--- config.mk ---
export PLATFORM = sky130hd
export DESIGN_NAME = regfile_mp
export DESIGN_NICKNAME = d
export VERILOG_FILES = /design/src/rtl/regfile_pkg.sv /design/src/rtl/regfile_wr_sel.sv /design/src/rtl/regfile_mp.sv
export SDC_FILE = /design/constraint.sdc
export NUM_CORES = 2
export LEC_CHECK = 0
export CAP_MARGIN = 20
export CORE_ASPECT_RATIO = 0.7
export CORE_UTILIZATION = 55
export DETAILED_ROUTE_END_ITERATION = 7
export PLACE_DENSITY = 0.72
export SKIP_CTS_REPAIR_TIMING = 1
export SYNTH_ARGS = -nofsm -noshare
export SYNTH_HDL_FRONTEND = slang
export SYNTH_HIERARCHICAL = 1
export SYNTH_SLANG_ARGS = --single-unit
--- constraint.sdc ---
create_clock -name clk_i -period 43.6 [get_ports clk_i]
set_input_delay 8.72 -clock clk_i [delete_from_list [all_inputs] [get_ports clk_i]]
set_output_delay 8.72 -clock clk_i [all_outputs]
set_load 0.1 [all_outputs]
--- src/rtl/regfile_pkg.sv ---
// Shared constants and the packed-slice helper for the multi-port register file.
package regfile_pkg;

    localparam int unsigned DEFAULT_DATA_W = 32;
    localparam int unsigned DEFAULT_ADDR_W = 5;

    // Low bit of field idx inside a vector of equal-width packed fields
    function automatic int unsigned slice_lo(input int unsigned idx, input int unsigned width);
        return idx * width;
    endfunction

endpackage

--- src/rtl/regfile_wr_sel.sv ---
// Next-value selection for one register entry: highest-index hitting write port wins.
module regfile_wr_sel
    import regfile_pkg::*;
#(
    parameter int unsigned DATA_W = DEFAULT_DATA_W,
    parameter int unsigned ADDR_W = DEFAULT_ADDR_W,
    parameter int unsigned NUM_WR = 2,
    parameter int unsigned ENTRY  = 0
) (
    input  logic [NUM_WR-1:0]        i_wr_en,
    input  logic [NUM_WR*ADDR_W-1:0] i_wr_addr,
    input  logic [NUM_WR*DATA_W-1:0] i_wr_data,
    output logic [DATA_W-1:0]        o_data_c,
    output logic                     o_hit_c,
    output logic                     o_multi_c
);

    // Ascending scan so a later (higher-index) port overrides earlier ones
    always_comb begin
        o_data_c  = '0;
        o_hit_c   = 1'b0;
        o_multi_c = 1'b0;
        for (int unsigned k = 0; k < NUM_WR; k++) begin
            if (i_wr_en[k] && (i_wr_addr[slice_lo(k, ADDR_W) +: ADDR_W] == ADDR_W'(ENTRY))) begin
                o_multi_c = o_multi_c | o_hit_c;
                o_hit_c   = 1'b1;
                o_data_c  = i_wr_data[slice_lo(k, DATA_W) +: DATA_W];
            end
        end
    end

endmodule

--- src/rtl/regfile_mp.sv ---
// Multi-port register file with busy scoreboard and write-collision flag.
// Define REGFILE_BYPASS_EN to forward same-cycle write data to the read ports.
module regfile_mp
    import regfile_pkg::*;
#(
    parameter int unsigned DATA_W   = DEFAULT_DATA_W,
    parameter int unsigned ADDR_W   = DEFAULT_ADDR_W,
    parameter int unsigned NUM_RD   = 2,
    parameter int unsigned NUM_WR   = 2,
    parameter int unsigned ZERO_REG = 1
) (
    input  logic                     clk_i,
    input  logic                     rst_i,
    input  logic [NUM_WR-1:0]        wr_en_i,
    input  logic [NUM_WR*ADDR_W-1:0] wr_addr_i,
    input  logic [NUM_WR*DATA_W-1:0] wr_data_i,
    input  logic [NUM_RD*ADDR_W-1:0] rd_addr_i,
    output logic [NUM_RD*DATA_W-1:0] rd_data_o,
    input  logic                     busy_set_i,
    input  logic [ADDR_W-1:0]        busy_addr_i,
    output logic [NUM_RD-1:0]        rd_busy_o,
    output logic                     wr_conflict_o
);

    localparam int unsigned DEPTH = 2 ** ADDR_W;

    logic [DATA_W-1:0] r_mem [DEPTH];
    logic [DEPTH-1:0]  r_busy;
    logic              r_conflict;

    logic [DATA_W-1:0] w_nxt [DEPTH];
    logic [DEPTH-1:0]  w_hit;
    logic [DEPTH-1:0]  w_multi;
    logic [DEPTH-1:0]  w_we;
    logic [DEPTH-1:0]  w_set;
    logic [ADDR_W-1:0] w_ra;

    for (genvar e = 0; e < DEPTH; e++) begin : g_entry
        localparam bit IS_ZERO = (ZERO_REG != 0) && (e == 0);

        regfile_wr_sel #(
            .DATA_W (DATA_W),
            .ADDR_W (ADDR_W),
            .NUM_WR (NUM_WR),
            .ENTRY  (e)
        ) u_wr_sel (
            .i_wr_en   (wr_en_i),
            .i_wr_addr (wr_addr_i),
            .i_wr_data (wr_data_i),
            .o_data_c  (w_nxt[e]),
            .o_hit_c   (w_hit[e]),
            .o_multi_c (w_multi[e])
        );

        assign w_we[e]  = w_hit[e] & ~IS_ZERO;
        assign w_set[e] = busy_set_i && (busy_addr_i == ADDR_W'(e)) && !IS_ZERO;
    end

    // Storage, scoreboard (set beats clear) and one-cycle collision flag
    always_ff @(posedge clk_i or posedge rst_i) begin
        if (rst_i) begin
            for (int unsigned e = 0; e < DEPTH; e++) begin
                r_mem[e] <= '0;
            end
            r_busy     <= '0;
            r_conflict <= 1'b0;
        end else begin
            for (int unsigned e = 0; e < DEPTH; e++) begin
                if (w_we[e]) begin
                    r_mem[e] <= w_nxt[e];
                end
            end
            r_busy     <= (r_busy & ~w_we) | w_set;
            r_conflict <= |(w_multi & w_we);
        end
    end

    // Combinational read ports
    always_comb begin
        rd_data_o = '0;
        rd_busy_o = '0;
        w_ra      = '0;
        for (int unsigned p = 0; p < NUM_RD; p++) begin
            w_ra = rd_addr_i[slice_lo(p, ADDR_W) +: ADDR_W];
            rd_data_o[slice_lo(p, DATA_W) +: DATA_W] = r_mem[w_ra];
            rd_busy_o[p] = r_busy[w_ra];
`ifdef REGFILE_BYPASS_EN
            for (int unsigned k = 0; k < NUM_WR; k++) begin
                if (!rst_i && wr_en_i[k]
                    && (wr_addr_i[slice_lo(k, ADDR_W) +: ADDR_W] == w_ra)
                    && !((ZERO_REG != 0) && (w_ra == '0))) begin
                    rd_data_o[slice_lo(p, DATA_W) +: DATA_W] = wr_data_i[slice_lo(k, DATA_W) +: DATA_W];
                    rd_busy_o[p] = 1'b0;
                end
            end
`endif
        end
    end

    assign wr_conflict_o = r_conflict;

endmodule
==> flow_metrics.py <==
metrics = {
    "floorplanning": {
        "die-height_um": 317,
        "pin_count": 161,
        "dieArea_sq_um": 143000,
        "coreArea_sq_um": 141000,
        "start_util_pct": 55.4,
        "fp-row-count": 115,
        "die_x_um": 452,
    },
    "sta": {
        "fin_crit_sh_pct": 55.3,
        "drv_slew": 0,
        "rsz0062_at_grt": "no",
        "hold_viol_final": 0,
        "max_slew.worst_pin.slew_ns": 1.27,
        "relSlewSlack_pct": 15.3,
        "finClkSkew_ns": 0,
        "setup_viol": 0,
        "post-route-min-period_ns": 24.11,
        "fin_setup_tns_ns": 0,
        "clock.fmax_ghz": 0.0415,
    },
    "power": {
        "internal_power_mw": 1.66,
        "swShare_pct": 30.1,
        "power.share.clock_pct": 42.3,
        "powerDensity_nw_per_um2": 28.1,
        "p_seq_share_pct": 42.1,
        "cellLeakagePower_nw": 43.1,
        "switching_power_uw": 716,
        "peakVddDrop_mv": 0.0371,
        "p_total_mw": 2.38,
        "p_comb_share_pct": 15.6,
    },
    "job": {
        "maxCapViolCount": 0,
    },
    "critical_path": {
        "rr_startpoint": "r_mem[762]",
        "cp.arrival_ns": 15.39,
        "endpoint_kind": "primary output",
        "worstPathRequired_ns": 34.88,
        "criticalPathCategory": "in -> out",
        "startpoint": "rd_addr_i[0]",
        "path_max_fanout": 58,
        "start_kind": "input pin",
    },
    "cells_and_area": {
        "postLayoutCellArea_sq_um": 84600,
        "instances_no_fill": 8054,
        "final_cell_mix": "mux2_2, and3_1, dfrtp_1",
        "drive_gt1_share_pct": 49.0,
        "layout_commonest_cell": "mux2_2",
        "fin_nets": 6148,
        "area_growth_pct": 8.62,
    },
    "drt": {
        "routed_wl_um": 328000,
        "drt-initial-drc-count": 10999,
        "first_pass_iters": 6,
        "drc": 0,
        "viasPerCell": 8.01,
        "drtAntennaViolNets": 0,
        "routedWlPerCell_um": 40.8,
        "num_vias": 64517,
    },
    "place": {
        "gp_congestion": 0.917,
        "io_buffers": 160,
        "dpl.hpwl_um": 175000,
        "place_area_sq_um": 80500,
        "dp_cells": 7800,
    },
    "global_route": {
        "track_usage_pct": 44.8,
        "grt_pass1_vias": 62695,
        "grt_max_degree": 171,
        "grt_pass1_wl_um": 462000,
        "grt.overflow.total": 0,
        "antenna_found_initial": 37,
    },
    "cts": {
        "clk_latency_ns": 0.75,
        "ctsHtreeMaxLevel": 3,
        "clockBufferDepth": 3,
        "clk_pin_slew_worst_paths_ns": 0.06,
        "root_buffer": "clkbuf_16",
        "cts_sinks": 1024,
        "cts_tree": "done",
        "cts-buffers-inserted": 105,
    },
    "synth": {
        "synth_async_sr_flop_share_pct": 100,
        "ys_seq_elements": 1024,
        "avgSynthCellArea_sq_um": 12.6,
        "synth_cell_types": 59,
        "netlist_instances": 6171,
        "ys_warn_count": 6,
        "synth_edf_count": 0,
        "seq_area_frac_synth_pct": 32.9,
        "synthesis.area_sq_um": 77900,
        "synth-main-ff-cell": "dfrtp_1",
        "syn_nets": 6265,
    },
    "run_status": {
        "status": "finished clean",
    },
    "min_path": {
        "hold_path.class": "reg -> reg",
        "min_from": "r_mem[547]",
    },
}
## kinds of logic after synthesis
| group | after synthesis | share of synthesized area, % |
|---|---|---|
| compound gates | 520 | 4.97 |
| flops | 1024 | 32.9 |
| mux | 2611 | 46.0 |
| simple gates | 1358 | 11.6 |
| buf+inv | 658 | 4.56 |
## path summary, 6_finish.rpt
check                          endpoint  cells past startpoint  slack, ns
hold reg to reg              r_mem[547]                      1       0.53
setup / recovery           rd_data_o[1]                     10      19.49
max in group asynchronous     r_mem[12]                      6      31.37
min in group asynchronous    r_mem[385]                      2       8.43
hold / removal               r_mem[547]                      1       0.53
setup reg to reg             r_mem[762]                      1      42.77
## final cells by class
type                       instances  area [sq um]
antenna                           40           100
clock buffer                     145          3010
inverter                          35           139
timing repair buffer             399          3710
sequential                      1024         25600
tap                             1872          2340
multi-input combinational       4489         49100
clock inverter                    50           667
fill                           10883         55900
## registers in the layout (all words and copies together) (netlist names)
signal         cells
r_mem            992
wr_conflict_o      1
r_busy            31
## Yosys cell counts, types with 12 or more instances
cell type  number  area [sq um]
a22oi_1        12          90.1
mux2_4        575          8630
dfrtp_1      1024         25600
mux2_2       1458         16400
o22ai_1        97           607
and2_1         37           231
and4b_1        12           120
mux2_1         17           191
buf_4          27           203
a21o_1         12          90.1
buf_6          98          1100
nor2b_1        23           144
a211oi_1       66           495
and3_1       1033          6460
inv_1          35           131
nor2_1         29           109
o31ai_1        66           495
o21ai_1        66           330
nand2_1       115           432
mux4_2        396          8920
clkbuf_1      400          1500
buf_2          62           310
buf_1          22          82.6
a22o_1        199          1740
mux2i_1       165          1650
## worst max-delay path, cell delays in order
cell	delay (ns)
buf_8	0.50
buf_4	0.81
buf_4	0.82
buf_4	0.85
buf_4	0.89
mux4_2	0.39
mux2i_1	0.08
and2_1	0.20
o31ai_1	0.66
clkdlybuf4s50_1	1.28
## metal layers
layer | track usage, % | routed length, um | part of all wire, %
met4 | 31.5 | 26800 | 8.2
met2 | 61.1 | 132000 | 40
met3 | 21.2 | 54600 | 17
met1 | 55.7 | 115000 | 35
met5 | 0.293 | 103 | 0.031
## power groups by stage
stage | Sequential, mW | Combinational (mW) | Clock [mW]
floorplan | 1.01 | 0.205 | 0
global placement | 1.01 | 0.341 | 0
detailed placement | 1.02 | 0.347 | 0
CTS | 0.999 | 0.348 | 0.999
global route | 1.00 | 0.371 | 1.04
finish | 1.00 | 0.370 | 1.01
## per-stage QoR
stage	hold WS [ns]	utilization [%]	setup slack (ns)
2_1_floorplan	0.492	-	6.06
3_3_place_gp	0.501	57.2	19.58
3_5_place_dp	0.512	57.2	19.51
4_1_cts	0.526	59.9	19.48
5_1_grt	0.545	60.2	19.22
6_report	0.526	60.2	19.49
Note: power is estimated with default switching activity, not from simulation.
